**src/rtl/alarm_pkg.sv**
```systemverilog
// Shared state codes, event codes, field codes and BCD time type for the
// alarm-clock button controller and its BCD adder.
package alarm_pkg;

  localparam logic [2:0] ST_RUN      = 3'd0;
  localparam logic [2:0] ST_EDIT_H   = 3'd1;
  localparam logic [2:0] ST_EDIT_M   = 3'd2;
  localparam logic [2:0] ST_LOAD     = 3'd3;
  localparam logic [2:0] ST_STOP     = 3'd4;
  localparam logic [2:0] ST_SNZ_STOP = 3'd5;

  localparam logic [2:0] EV_NONE = 3'd0;
  localparam logic [2:0] EV_MODE = 3'd1;
  localparam logic [2:0] EV_ASET = 3'd2;
  localparam logic [2:0] EV_OK   = 3'd3;
  localparam logic [2:0] EV_INC  = 3'd4;
  localparam logic [2:0] EV_ALEN = 3'd5;

  localparam logic [1:0] FIELD_NONE    = 2'b00;
  localparam logic [1:0] FIELD_HOURS   = 2'b01;
  localparam logic [1:0] FIELD_MINUTES = 2'b10;

  localparam int HOUR_MAX = 23;
  localparam int MIN_MAX  = 59;

  typedef struct packed {
    logic [1:0] h1;
    logic [3:0] h0;
    logic [3:0] m1;
    logic [3:0] m0;
  } bcd_time_t;

endpackage

```
**src/rtl/bcd_time_add.sv**
```systemverilog
// Combinational BCD hh:mm adder: either +1 hour, or +min_inc minutes with
// carry into hours; both wrap at 23:59.
module bcd_time_add
  import alarm_pkg::*;
(
  input  bcd_time_t  t,
  input  logic [3:0] min_inc,
  input  logic       hour_only,
  output bcd_time_t  sum
);

  logic [7:0] min_sum;
  logic [7:0] hour_sum;
  logic       carry;

  always_comb begin
    // NOTE: blocking assignments here -- each line uses the value just computed above it.
    min_sum  = 8'(t.m1) * 8'd10 + 8'(t.m0);
    hour_sum = 8'(t.h1) * 8'd10 + 8'(t.h0);
    carry    = 1'b0;
    if (!hour_only) begin
      min_sum = min_sum + 8'(min_inc);
      if (min_sum > 8'(MIN_MAX)) begin
        min_sum = min_sum - 8'(MIN_MAX + 1);
        carry   = 1'b1;
      end
    end
    hour_sum = hour_sum + (hour_only ? 8'd1 : {7'd0, carry});
    if (hour_sum > 8'(HOUR_MAX)) hour_sum = hour_sum - 8'(HOUR_MAX + 1);
    sum.h1 = 2'(hour_sum / 8'd10);
    sum.h0 = 4'(hour_sum % 8'd10);
    sum.m1 = 4'(min_sum / 8'd10);
    sum.m0 = 4'(min_sum % 8'd10);
  end

endmodule

```
**src/rtl/alarm_set_ctrl.sv**
```systemverilog
// Button front-end for the Aclock core: edit sessions for time/alarm, timed
// load strobes, alarm enable, stop and snooze.
module alarm_set_ctrl
  import alarm_pkg::*;
#(
  parameter int LD_CYCLES    = 4,
  parameter int STOP_CYCLES  = 4,
  parameter int SNOOZE_MIN   = 5,
  parameter int EDIT_TIMEOUT = 600
) (
  input  logic       clk,
  input  logic       reset,
  input  logic       btn_mode,
  input  logic       btn_aset,
  input  logic       btn_inc,
  input  logic       btn_ok,
  input  logic       btn_alen,
  input  logic [1:0] cur_H1,
  input  logic [3:0] cur_H0,
  input  logic [3:0] cur_M1,
  input  logic [3:0] cur_M0,
  input  logic       alarm_in,
  output logic [1:0] H_in1,
  output logic [3:0] H_in0,
  output logic [3:0] M_in1,
  output logic [3:0] M_in0,
  output logic       LD_time,
  output logic       LD_alarm,
  output logic       STOP_al,
  output logic       AL_ON,
  output logic [1:0] edit_field,
  output logic       edit_alarm
);

  localparam int IDLE_W = $clog2(EDIT_TIMEOUT + 1);
  localparam logic [IDLE_W-1:0] IDLE_LIMIT = IDLE_W'(EDIT_TIMEOUT);
  localparam logic [3:0] LD_LAST   = 4'(LD_CYCLES - 1);
  localparam logic [3:0] STOP_LAST = 4'(STOP_CYCLES - 1);

  logic [2:0]        state;
  logic [4:0]        btn_now, btn_prev, press;
  logic [2:0]        ev;
  logic [3:0]        phase;
  logic [IDLE_W-1:0] idle_cnt;
  bcd_time_t         cur_t, edit_t, shadow_t, inc_t, snz_t;

  assign btn_now = {btn_mode, btn_aset, btn_ok, btn_inc, btn_alen};
  assign press   = btn_now & ~btn_prev;
  assign cur_t   = {cur_H1, cur_H0, cur_M1, cur_M0};

  always_comb begin
    // NOTE: default first, so every path assigns ev and no latch is inferred.
    ev = EV_NONE;
    if      (press[4]) ev = EV_MODE;
    else if (press[3]) ev = EV_ASET;
    else if (press[2]) ev = EV_OK;
    else if (press[1]) ev = EV_INC;
    else if (press[0]) ev = EV_ALEN;
  end

  bcd_time_add u_edit_add (
    .t(edit_t), .min_inc(4'd1), .hour_only(state == ST_EDIT_H), .sum(inc_t)
  );

  bcd_time_add u_snooze_add (
    .t(cur_t), .min_inc(4'(SNOOZE_MIN)), .hour_only(1'b0), .sum(snz_t)
  );

  always_ff @(posedge clk or negedge reset) begin
    if (!reset) begin
      state      <= ST_RUN;
      btn_prev   <= '0;
      phase      <= '0;
      idle_cnt   <= '0;
      edit_t     <= '0;
      shadow_t   <= '0;
      AL_ON      <= 1'b0;
      edit_alarm <= 1'b0;
    end else begin
      // NOTE: non-blocking throughout, so every branch sees pre-edge state.
      btn_prev <= btn_now;
      case (state)
        ST_RUN: begin
          phase    <= '0;
          idle_cnt <= '0;
          case (ev)
            EV_MODE: begin
              edit_t <= cur_t; edit_alarm <= 1'b0; state <= ST_EDIT_H;
            end
            EV_ASET: begin
              edit_t <= shadow_t; edit_alarm <= 1'b1; state <= ST_EDIT_H;
            end
            EV_OK:   if (alarm_in) state <= ST_STOP;
            EV_INC:  if (alarm_in && AL_ON) begin
              edit_t <= snz_t; edit_alarm <= 1'b1; state <= ST_SNZ_STOP;
            end
            EV_ALEN: AL_ON <= ~AL_ON;
            default: ;
          endcase
        end
        ST_EDIT_H, ST_EDIT_M: begin
          if (idle_cnt == IDLE_LIMIT) begin
            state <= ST_RUN; edit_alarm <= 1'b0;
          end else begin
            idle_cnt <= (|press) ? '0 : idle_cnt + 1'b1;
            case (ev)
              EV_MODE: begin state <= ST_RUN; edit_alarm <= 1'b0; end
              EV_OK:   state <= (state == ST_EDIT_H) ? ST_EDIT_M : ST_LOAD;
              EV_INC:  if (state == ST_EDIT_H) edit_t <= inc_t;
                       else begin edit_t.m1 <= inc_t.m1; edit_t.m0 <= inc_t.m0; end
              default: ;
            endcase
          end
        end
        ST_LOAD: begin
          if (phase == '0 && edit_alarm) shadow_t <= edit_t;
          if (phase == LD_LAST) begin
            phase <= '0; state <= ST_RUN; edit_alarm <= 1'b0;
          end else phase <= phase + 1'b1;
        end
        ST_STOP, ST_SNZ_STOP: begin
          if (phase == STOP_LAST) begin
            phase <= '0;
            state <= (state == ST_STOP) ? ST_RUN : ST_LOAD;
          end else phase <= phase + 1'b1;
        end
        default: state <= ST_RUN;
      endcase
    end
  end

  // Outputs are decoded from the registered state, so they trail it by one cycle.
  always_ff @(posedge clk or negedge reset) begin
    if (!reset) begin
      {H_in1, H_in0, M_in1, M_in0} <= '0;
      LD_time    <= 1'b0;
      LD_alarm   <= 1'b0;
      STOP_al    <= 1'b0;
      edit_field <= FIELD_NONE;
    end else begin
      LD_time  <= (state == ST_LOAD) && !edit_alarm;
      LD_alarm <= (state == ST_LOAD) && edit_alarm;
      STOP_al  <= (state == ST_STOP) || (state == ST_SNZ_STOP);
      case (state)
        ST_EDIT_H: edit_field <= FIELD_HOURS;
        ST_EDIT_M: edit_field <= FIELD_MINUTES;
        default:   edit_field <= FIELD_NONE;
      endcase
      if (state == ST_LOAD) {H_in1, H_in0, M_in1, M_in0} <= edit_t;
    end
  end

endmodule
```
**config.mk**
```make
export PLATFORM = sky130hd
export DESIGN_NAME = alarm_set_ctrl
export DESIGN_NICKNAME = d
export VERILOG_FILES = /design/src/rtl/alarm_pkg.sv /design/src/rtl/bcd_time_add.sv /design/src/rtl/alarm_set_ctrl.sv
export SDC_FILE = /design/constraint.sdc
export NUM_CORES = 1
export LEC_CHECK = 0
export BUFFER_PORTS_ARGS = -buffer_cell sky130_fd_sc_hd__buf_2
export CORE_UTILIZATION = 43
export DETAILED_ROUTE_END_ITERATION = 10
export REMOVE_ABC_BUFFERS = 1
export SLEW_MARGIN = 30
export SYNTH_ARGS = -nofsm -noshare
export SYNTH_HDL_FRONTEND = slang
export SYNTH_SLANG_ARGS = --single-unit
```
**constraint.sdc**
```tcl
create_clock -name clk -period 8.3 [get_ports clk]
set_input_delay 1.66 -clock clk [delete_from_list [all_inputs] [get_ports clk]]
set_output_delay 1.66 -clock clk [all_outputs]
set_load 0.03 [all_outputs]
```
# Yosys cells after proc, flatten, opt, wreduce, memory -nomap -nowiden
# Cells that the tools add are included.
# Widths: inputs -> output; s select.
# totals
regBits,71
input_bits,22
output_inout_bits,21
wordCells,142
# op_classes
addsub,14
multipliers,4
div_mod_pow,8
n_lt_le_gt_ge,4
n_eq_ne,23
muxes,41
bitwise_logic,3
n_reduce_logical,23
# ops
op,n
$mux 14,3
$pmux 14 s3,1
$mux 8,5
$div 8x4->8 const B,4
$mod 8x4->8 const B,4
$mux 3,10
$pmux 14 s2,1
$mux 10,2
$pmux 10 s2,1
$add 8x4->8,2
$gt 8x5->1 const B,2
$gt 8x6->1 const B,2
$sub 8x5->8 const B,2
$sub 8x6->8 const B,2
$add 6x4->7,2
$mul 4x3->7 const B,2
$eq 3x2->1 const B,4
$eq 3x3->1 const B,4
$pmux 3 s4,1
$reduce_and 6->1,2
$add 10x1->10 const B,1
$eq 10x10->1 const B,1
$mul 2x3->5 const B,2
$reduce_and 5->1,2
other kinds (37),58

# Depth between registers and ports, before layout
# Gate-level depths: netlist of run 1.
# depth
word_depth,14
depth_mapped,31
ltp_nobuf,29

# Cells and area by module
# From an unflattened synthesis of run 1, not the netlist that was laid out.
# hier_totals
hier_cells,921
area_unflattened_um2,7642.3
# by_module_without_submodules
module,n_inst,cells_per_inst,area_each_um2,seq_area_each_um2
alarm_set_ctrl,1,363,3589.7,1776.7
bcd_time_add at u_snooze_add,1,285,2102.0,0.0
bcd_time_add at u_edit_add,1,273,1950.6,0.0

# Worst setup path after synthesis of run 1
# OpenSTA, ideal clock, no wires.
# synth_timing
kind,input port to flip-flop
startpoint,in cur_M1[0]
endpoint,reg edit_t[3] (netlist name)
setup_time_ns,0.131
arrival_time_ns,7.207
setup_slack_ns,0.962
stages,29
cell_sequence,ha_1 ha_1 inv_1 fa_1 xnor2_1 ha_1 nor3b_1 a21boi_1 nor3_2 or2_1 clkbuf_1 inv_1 ha_1 inv_1 a2111oi_0 a31oi_1 a211oi_1 o21a_1 nand3b_4 and2_0 clkbuf_1 a21oi_1 a21oi_1 ha_1 inv_1 a211oi_1 a2111oi_4 a211oi_1 a211oi_2
# synth_via
elab_chain_len,9
# synth_rtl
item,line_no,source
start: declaration,alarm_set_ctrl.sv:20,"input logic [3:0] cur_M1,"
$mul 4x3->7 (*),bcd_time_add.sv:18,min_sum = 8'(t.m1) * 8'd10 + 8'(t.m0);
$add 8x4->8 (*),bcd_time_add.sv:18,
$add 8x3->8 (*),bcd_time_add.sv:22,min_sum = min_sum + 8'(min_inc);
$sub 8x6->8 or $gt 8x6->1 (tied branches),"bcd_time_add.sv:24, bcd_time_add.sv:23",
$mux 8 (*),bcd_time_add.sv:23,if (min_sum > 8'(MIN_MAX)) begin
$mod 8x4->8 (*),bcd_time_add.sv:33,sum.m0 = 4'(min_sum % 8'd10);
$mux 14 (*),alarm_set_ctrl.sv:94,EV_INC: if (alarm_in && AL_ON) begin
$pmux 14 s3 (*),alarm_set_ctrl.sv:86,case (ev)
$pmux 14 s2 (*),alarm_set_ctrl.sv:82,case (state)
end signal: assignment,alarm_set_ctrl.sv:109,EV_INC: if (state == ST_EDIT_H) edit_t <= inc_t;
end: declaration,alarm_set_ctrl.sv:45,"bcd_time_t cur_t, edit_t, shadow_t, inc_t, snz_t;"
# Every way passes the cells marked *; elsewhere a longest branch is shown, timed or not. The select of a mux whose other input is x is not followed.
# A chain may end at the register's enable or synchronous reset.

# Worst setup path in the final report of run 1
# Same ends and word-level chain as after synthesis.

==> summary.md, run 1 <==
| Metric | Value |
|---|---|
| CP max stage delay | `0.43 ns` |
| Post-route cell area | `8140 sq um` |
| I/O Buffers | `42` |
| Distinct cells, synth | `99` |
| Synthesized flop and latch total | `71` |
| RD Place Congestion | `0.897` |
| Clock slew at reported path FFs | `0.06 ns` |
| Crit. End Element | `flip-flop` |
| Gr usage total | `0.221` |
| Compound-Gate Fraction of Synth Area | `0.293` |
| Root Buffer Master | `clkbuf_16` |
| Fmax | `130 MHz` |
| Worst-path cell with the longest stage delay | `fa_1` |
| Setup TNS | `0 ns` |
| CP required | `8.51 ns` |
| Placement-stage cell area | `7830 sq um` |
| Post-Place Cells | `1146` |
| Clk Latency, worst-skew pair | `0.33 ns` |
| Die W | `133 um` |
| Type of the most critical hold path | `flip-flop to flip-flop` |
| Filler cell count | `1644` |
| Number of max-cap violations | `0` |
| Synth-to-Final Area Change | `9.64%` |
| Mapped Area | `7430 sq um` |
| Synth warn | `0` |
| Initial drt markers | `510` |
| Wire per inst | `16.6 um` |
| DP HPWL | `14.3 mm` |
| Final period util | `0.923` |
| Max FO, Critical Path | `9` |
| Element type at the critical path start | `primary input` |
| I/O pin total | `43` |
| Vias after detailed routing | `6971` |
| Post-synthesis sequential area ratio | `0.239` |
| Minimum clock period | `7.66 ns` |
| Net count, final | `1010` |
| Slew HR | `0.449` |
| Max Slew Vio Count | `0` |
| First-pass GRT wire length | `32.4 mm` |
| Antenna violations before repair | `0` |
| Sink Count | `71` |
| Delay-heaviest family, CP | `compound AO/OA/AOI/OAI gates` |
| Kind of critical path | `primary input to flip-flop` |
| Die ar. | `17800 sq um` |
| CTS tree | `built` |
| CTS Buf Count | `9` |
| Worst EP arrival | `7.87 ns` |
| # DRC | `0` |
| EDFF count, synth | `0` |
| Largest net degree at the start of global routing | `72` |
| Adder-Cell Fraction of Synth Area | `0.0947` |
| Final hold vios | `0` |
| WP buf/inv | `5` |
| Unrepaired setup endpoints after global routing | `false` |
| Largest family of logic cells by synthesized area | `compound AO/OA/AOI/OAI gates` |
| Final Hold Slack | `0.468 ns` |
| Post-synthesis simple-gate area fraction | `0.228` |
| H-tree Lvls | `3` |
| Vias per inst | `6.00` |
| Post-synthesis xor/xnor area fraction | `0.0647` |
| CP dominant cell by count | `ha_1` |
| Finished Layout Cells | `1161` |
| Post-CTS sizing | `0` |
| Die height | `133 um` |
| Worst Skew | `0.00705 ns` |
| Vias in the first global route | `6434` |
| Hold_buf cts | `0` |
| Slew at the pin closest to its max-slew limit | `0.825 ns` |
| Starting density of the core | `0.445` |
| Syn Inst Count | `914` |
| Total grt overflow | `0` |
| Mapped Avg Cell Area | `8.13 sq um` |
| Mux share of post-synthesis cell area | `0.0391` |
| Setup bufs post-CTS | `0` |
| Core Box Area | `16700 sq um` |
| Detailed-router iteration count before antenna repair | `5` |
| Number of diodes | `0` |
| Clock tree buffer depth | `2` |
| Main synth FF type | `dfrtp_1` |
| Share of layout cells above drive strength 1 | `0.132` |
| Async SR Flop Fraction | `1.00` |
| Final setup viols | `0` |
| # rows | `47` |
| Antenna Nets Post-Route | `0` |
| Status | `finished, final reports clean` |
| Routed WL | `19.2 mm` |
## area by class of cell
cell class | instances | area [sq um] | share of cell area
Clock inverter | 5 | 58.8 | 0.00722
Tap cell | 220 | 275 | 0.0338
Timing Repair Buffer | 48 | 262 | 0.0321
Clock buffer | 10 | 239 | 0.0293
Inverter | 41 | 154 | 0.0189
Sequential cell | 71 | 1780 | 0.218
Multi-Input combinational cell | 766 | 5380 | 0.660
## metal layers
layer / vias up / track usage / share of wire
li1: 3479 / - / -
met1: 3294 / 0.317 / 0.49
met2: 181 / 0.355 / 0.46
met3: 17 / 0.0285 / 0.036
met4: 0 / 0.0473 / 0.012
met5: - / 0 / 0
## tightest hold or removal path, stage by stage (launching register included)
cell	delay, ns
dfrtp_1	0.33
nand2_1	0.05
nand2_1	0.05
## state kept, by name, indices dropped and copies added, names as in the netlist, 4 cells and up
| signal | flops |
|---|---|
| H_in0 | 4 |
| shadow_t | 14 |
| btn_prev | 5 |
| idle_cnt | 10 |
| phase | 4 |
| M_in0 | 4 |
| M_in1 | 4 |
| edit_t | 14 |
## cell usage after synthesis, types with 5 or more instances
cell type	number	area, sq um
ha_1	45	563
a221oi_1	8	70.1
a21boi_0	5	37.5
o221ai_1	7	61.3
a31oi_1	11	68.8
and2_1	10	62.6
nor4_1	6	37.5
xor2_1	16	140
a2111oi_0	5	43.8
nor3b_1	6	45.0
a21oi_1	49	245
fa_1	6	120
nand2b_1	17	106
mux2i_1	11	110
xnor2_1	23	201
nand3_1	32	160
o21a_1	7	52.6
nand4b_1	5	43.8
a21o_1	12	90.1
o22ai_1	5	31.3
nor2_1	71	267
o21ai_0	73	365
or3_1	8	50.1
o211ai_1	16	120
and3_1	16	100
mux2_2	16	180
a22o_1	6	52.6
a221o_1	5	50.1
nor2b_1	7	43.8
a211oi_1	13	97.6
o32ai_1	6	52.6
nand3b_1	5	37.5
nor3_1	25	125
buf_2	7	35.0
dfrtp_1	71	1780
clkbuf_1	27	101
inv_1	39	146
nand2_1	112	420
a22oi_1	7	52.6
## stage by stage
step	setup slack, ns	util
finish	0.635	0.488
detailed placement	0.356	0.469
CTS	0.710	0.487
global placement	0.500	0.468
global route	0.0390	0.488
floorplan	1.06	-
## cells in the final DEF (no fill, tap or decap), types with 9 or more instances in the layout
master,n
o211ai_1,16
buf_2,41
a21o_1,12
o21ai_0,73
nor3_1,25
and3_1,16
dfrtp_1,71
nand2_1,112
a21oi_1,49
clkbuf_16,9
nand2b_1,17
nor2_1,70
xnor2_1,22
nand3_1,32
inv_1,39
and2_1,10
a31oi_1,11
mux2i_1,11
ha_1,45
mux2_2,16
xor2_1,16
a211oi_1,13
## logic make-up (layout without fill, tap and decap cells)
kind of cell               after synthesis  after routing
adders and majority gates               53             53
AOI/OAI and AO/OA                      299            299
and+or+nand+nor                        342            342
DFF                                     71             71
xor gates and xnor gates                45             45
buffers and inverters                   77            104
muxes                                   27             27
## final timing paths
check                                      start                       to  slack [ns]  cells past startpoint
min                         M_in1[2]$_DFFE_PN0P_     M_in1[2]$_DFFE_PN0P_        0.47                      2
max in group asynchronous                  reset  idle_cnt[1]$_DFFE_PN0P_        6.49                      1
min reg2reg                 M_in1[2]$_DFFE_PN0P_     M_in1[2]$_DFFE_PN0P_        0.47                      2
min in group asynchronous                  reset     H_in1[1]$_DFFE_PN0P_        1.33                      1
max reg2reg                edit_t[1]$_DFFE_PN0P_   edit_t[10]$_DFFE_PN0P_        1.27                     25
max                                    cur_M1[0]    edit_t[3]$_DFFE_PN0P_        0.64                     27
Power of run 1 is left out: the tool's default activity adds up to more than one toggle a clock period on the data nets, which glitch-free logic cannot reach.
==> inputs of run 2 (changes only) <==
--- a/config.mk
+++ b/config.mk
@@ -5,7 +5,8 @@
 export SDC_FILE = /design/constraint.sdc
 export NUM_CORES = 1
 export LEC_CHECK = 0
-export BUFFER_PORTS_ARGS = -buffer_cell sky130_fd_sc_hd__buf_2
+export BUFFER_PORTS_ARGS = -buffer_cell sky130_fd_sc_hd__buf_4
+export CAP_MARGIN = 20
 export CORE_UTILIZATION = 43
 export DETAILED_ROUTE_END_ITERATION = 10
 export REMOVE_ABC_BUFFERS = 1
==> summary.md, run 2 (same netlist as run 1, synthesis figures left out) <==
| Metric | Value |
|---|---|
| Vias after detailed routing | `6960` |
| I/O pin total | `43` |
| Root Buffer Master | `clkbuf_16` |
| Largest net degree at the start of global routing | `72` |
| Initial drt markers | `483` |
| Number of max-cap violations | `0` |
| Share of layout cells above drive strength 1 | `0.132` |
| Final period util | `0.917` |
| Status | `finished, final reports clean` |
| Clock slew at reported path FFs | `0.06 ns` |
| Setup bufs post-CTS | `0` |
| RD Place Congestion | `0.859` |
| Unrepaired setup endpoints after global routing | `false` |
| Kind of critical path | `primary input to flip-flop` |
| Most frequent cells in the layout | `112 x nand2_1, 73 x o21ai_0, 71 x dfrtp_1` |
| Slew HR | `0.446` |
| Final setup viols | `0` |
| Core Box Area | `16700 sq um` |
| Wire per inst | `16.4 um` |
| Final Hold Slack | `0.471 ns` |
| Hold_buf cts | `0` |
| Crit. End Element | `flip-flop` |
| Filler cell count | `1645` |
| Net count, final | `1009` |
| Minimum clock period | `7.61 ns` |
| CTS tree | `built` |
| I/O Buffers | `42` |
| Fmax | `131 MHz` |
| Die ar. | `17800 sq um` |
| Worst Skew | `0.00820 ns` |
| Finished Layout Cells | `1160` |
| Most common cell after layout, fill and taps aside | `nand2_1` |
| Routed WL | `19.1 mm` |
| Type of the most critical hold path | `flip-flop to flip-flop` |
| Clk Latency, worst-skew pair | `0.34 ns` |
| First-pass GRT wire length | `31.5 mm` |
| Worst EP arrival | `7.83 ns` |
| Die height | `133 um` |
| H-tree Lvls | `3` |
| Setup TNS | `0 ns` |
| Final hold vios | `0` |
| Element type at the critical path start | `primary input` |
| Gr usage total | `0.216` |
| Detailed-router iteration count before antenna repair | `5` |
| Sink Count | `71` |
| DP HPWL | `14.2 mm` |
| Antenna violations before repair | `0` |
| Starting density of the core | `0.445` |
| CTS Buf Count | `9` |
| Vias in the first global route | `6328` |
| Max Slew Vio Count | `0` |
| # DRC | `0` |
| Synth-to-Final Area Change | `11.0%` |
| Dpl ws | `0.171 ns` |
| PnR worst setup slack | `0.688 ns` |
| Die W | `133 um` |
| Number of diodes | `0` |
| Max FO, Critical Path | `8` |
| Total grt overflow | `0` |
| Post-Place Cells | `1145` |
| Clock tree buffer depth | `2` |
| # rows | `47` |
| CP required | `8.51 ns` |
| Antenna Nets Post-Route | `0` |
| Biggest regs | `edit_t (14), shadow_t (14), idle_cnt (10)` |
| Slew at the pin closest to its max-slew limit | `0.828 ns` |
| Vias per inst | `6.00` |
==> run 2: changes by cell type in the layout (fill, tap and decap cells not counted), sizes merged <==
cell	before	now
inv	40	41
clkinv	3	4
clkinvlp	2	0
buf	48	47
==> run 2: repair_timing <==
action | in CTS | in global routing
endpoints found under the hold margin | 0 | 0
endpoints found under the setup margin | 0 | 1
gates resized for setup | 0 | 1
==> run 2: layout make-up <==
type	instances	area, sq um	area share
well taps	220	275	0.0334
flip-flops and latches	71	1780	0.216
multi-input cells	766	5380	0.653
clock buffers	10	239	0.0290
repair buffers	47	357	0.0433
inverters	41	154	0.0187
clock inverters	5	57.6	0.00698
==> run 2: worst max-delay path, stage by stage <==
cell       delay [ns]
buf_4            0.13
ha_1             0.32
ha_1             0.19
inv_1            0.06
fa_1             0.43
xnor2_1          0.35
ha_1             0.31
nor3b_2          0.34
a21boi_1         0.28
nor3_2           0.11
or2_1            0.34
inv_1            0.09
ha_1             0.19
inv_1            0.08
a2111oi_0        0.30
a31oi_1          0.11
a211oi_1         0.43
o21a_1           0.20
nand3b_4         0.17
and2_0           0.41
a21oi_1          0.12
a21oi_1          0.14
ha_1             0.15
inv_1            0.07
a211oi_1         0.44
a2111oi_4        0.08
a211oi_1         0.29
a211oi_2         0.05
==> run 2: worst paths after layout <==
check / from / slack, ns / to / depth (start not counted)
setup / recovery: cur_M1[0] / 0.69 / edit_t[3]$_DFFE_PN0P_ / 28
hold reg to reg: H_in0[3]$_DFFE_PN0P_ / 0.47 / H_in0[3]$_DFFE_PN0P_ / 2
max in group asynchronous: reset / 6.49 / LD_time$_DFF_PN0_ / 1
min in group asynchronous: reset / 1.31 / H_in1[1]$_DFFE_PN0P_ / 1
hold / removal: H_in0[3]$_DFFE_PN0P_ / 0.47 / H_in0[3]$_DFFE_PN0P_ / 2
setup reg to reg: edit_t[1]$_DFFE_PN0P_ / 1.25 / edit_t[10]$_DFFE_PN0P_ / 25
==> run 2: stage by stage <==
stage | utilization | cell area, sq um
3_3_place_gp | 0.474 | 7910
5_1_grt | 0.493 | 8240
2_1_floorplan | - | 7280
3_5_place_dp | 0.474 | 7920
4_1_cts | 0.492 | 8220
6_report | 0.493 | 8240
==> run 2: per-layer routing <==
metal / part of all wire / global-route usage / vias to the layer above
met4: 0.011 / 0.0473 / 0
met1: 0.49 / 0.310 / 3310
met2: 0.46 / 0.344 / 171
li1: - / - / 3458
met5: 0 / 0 / -
met3: 0.040 / 0.0312 / 21
Power of run 2 is left out for the same reason.
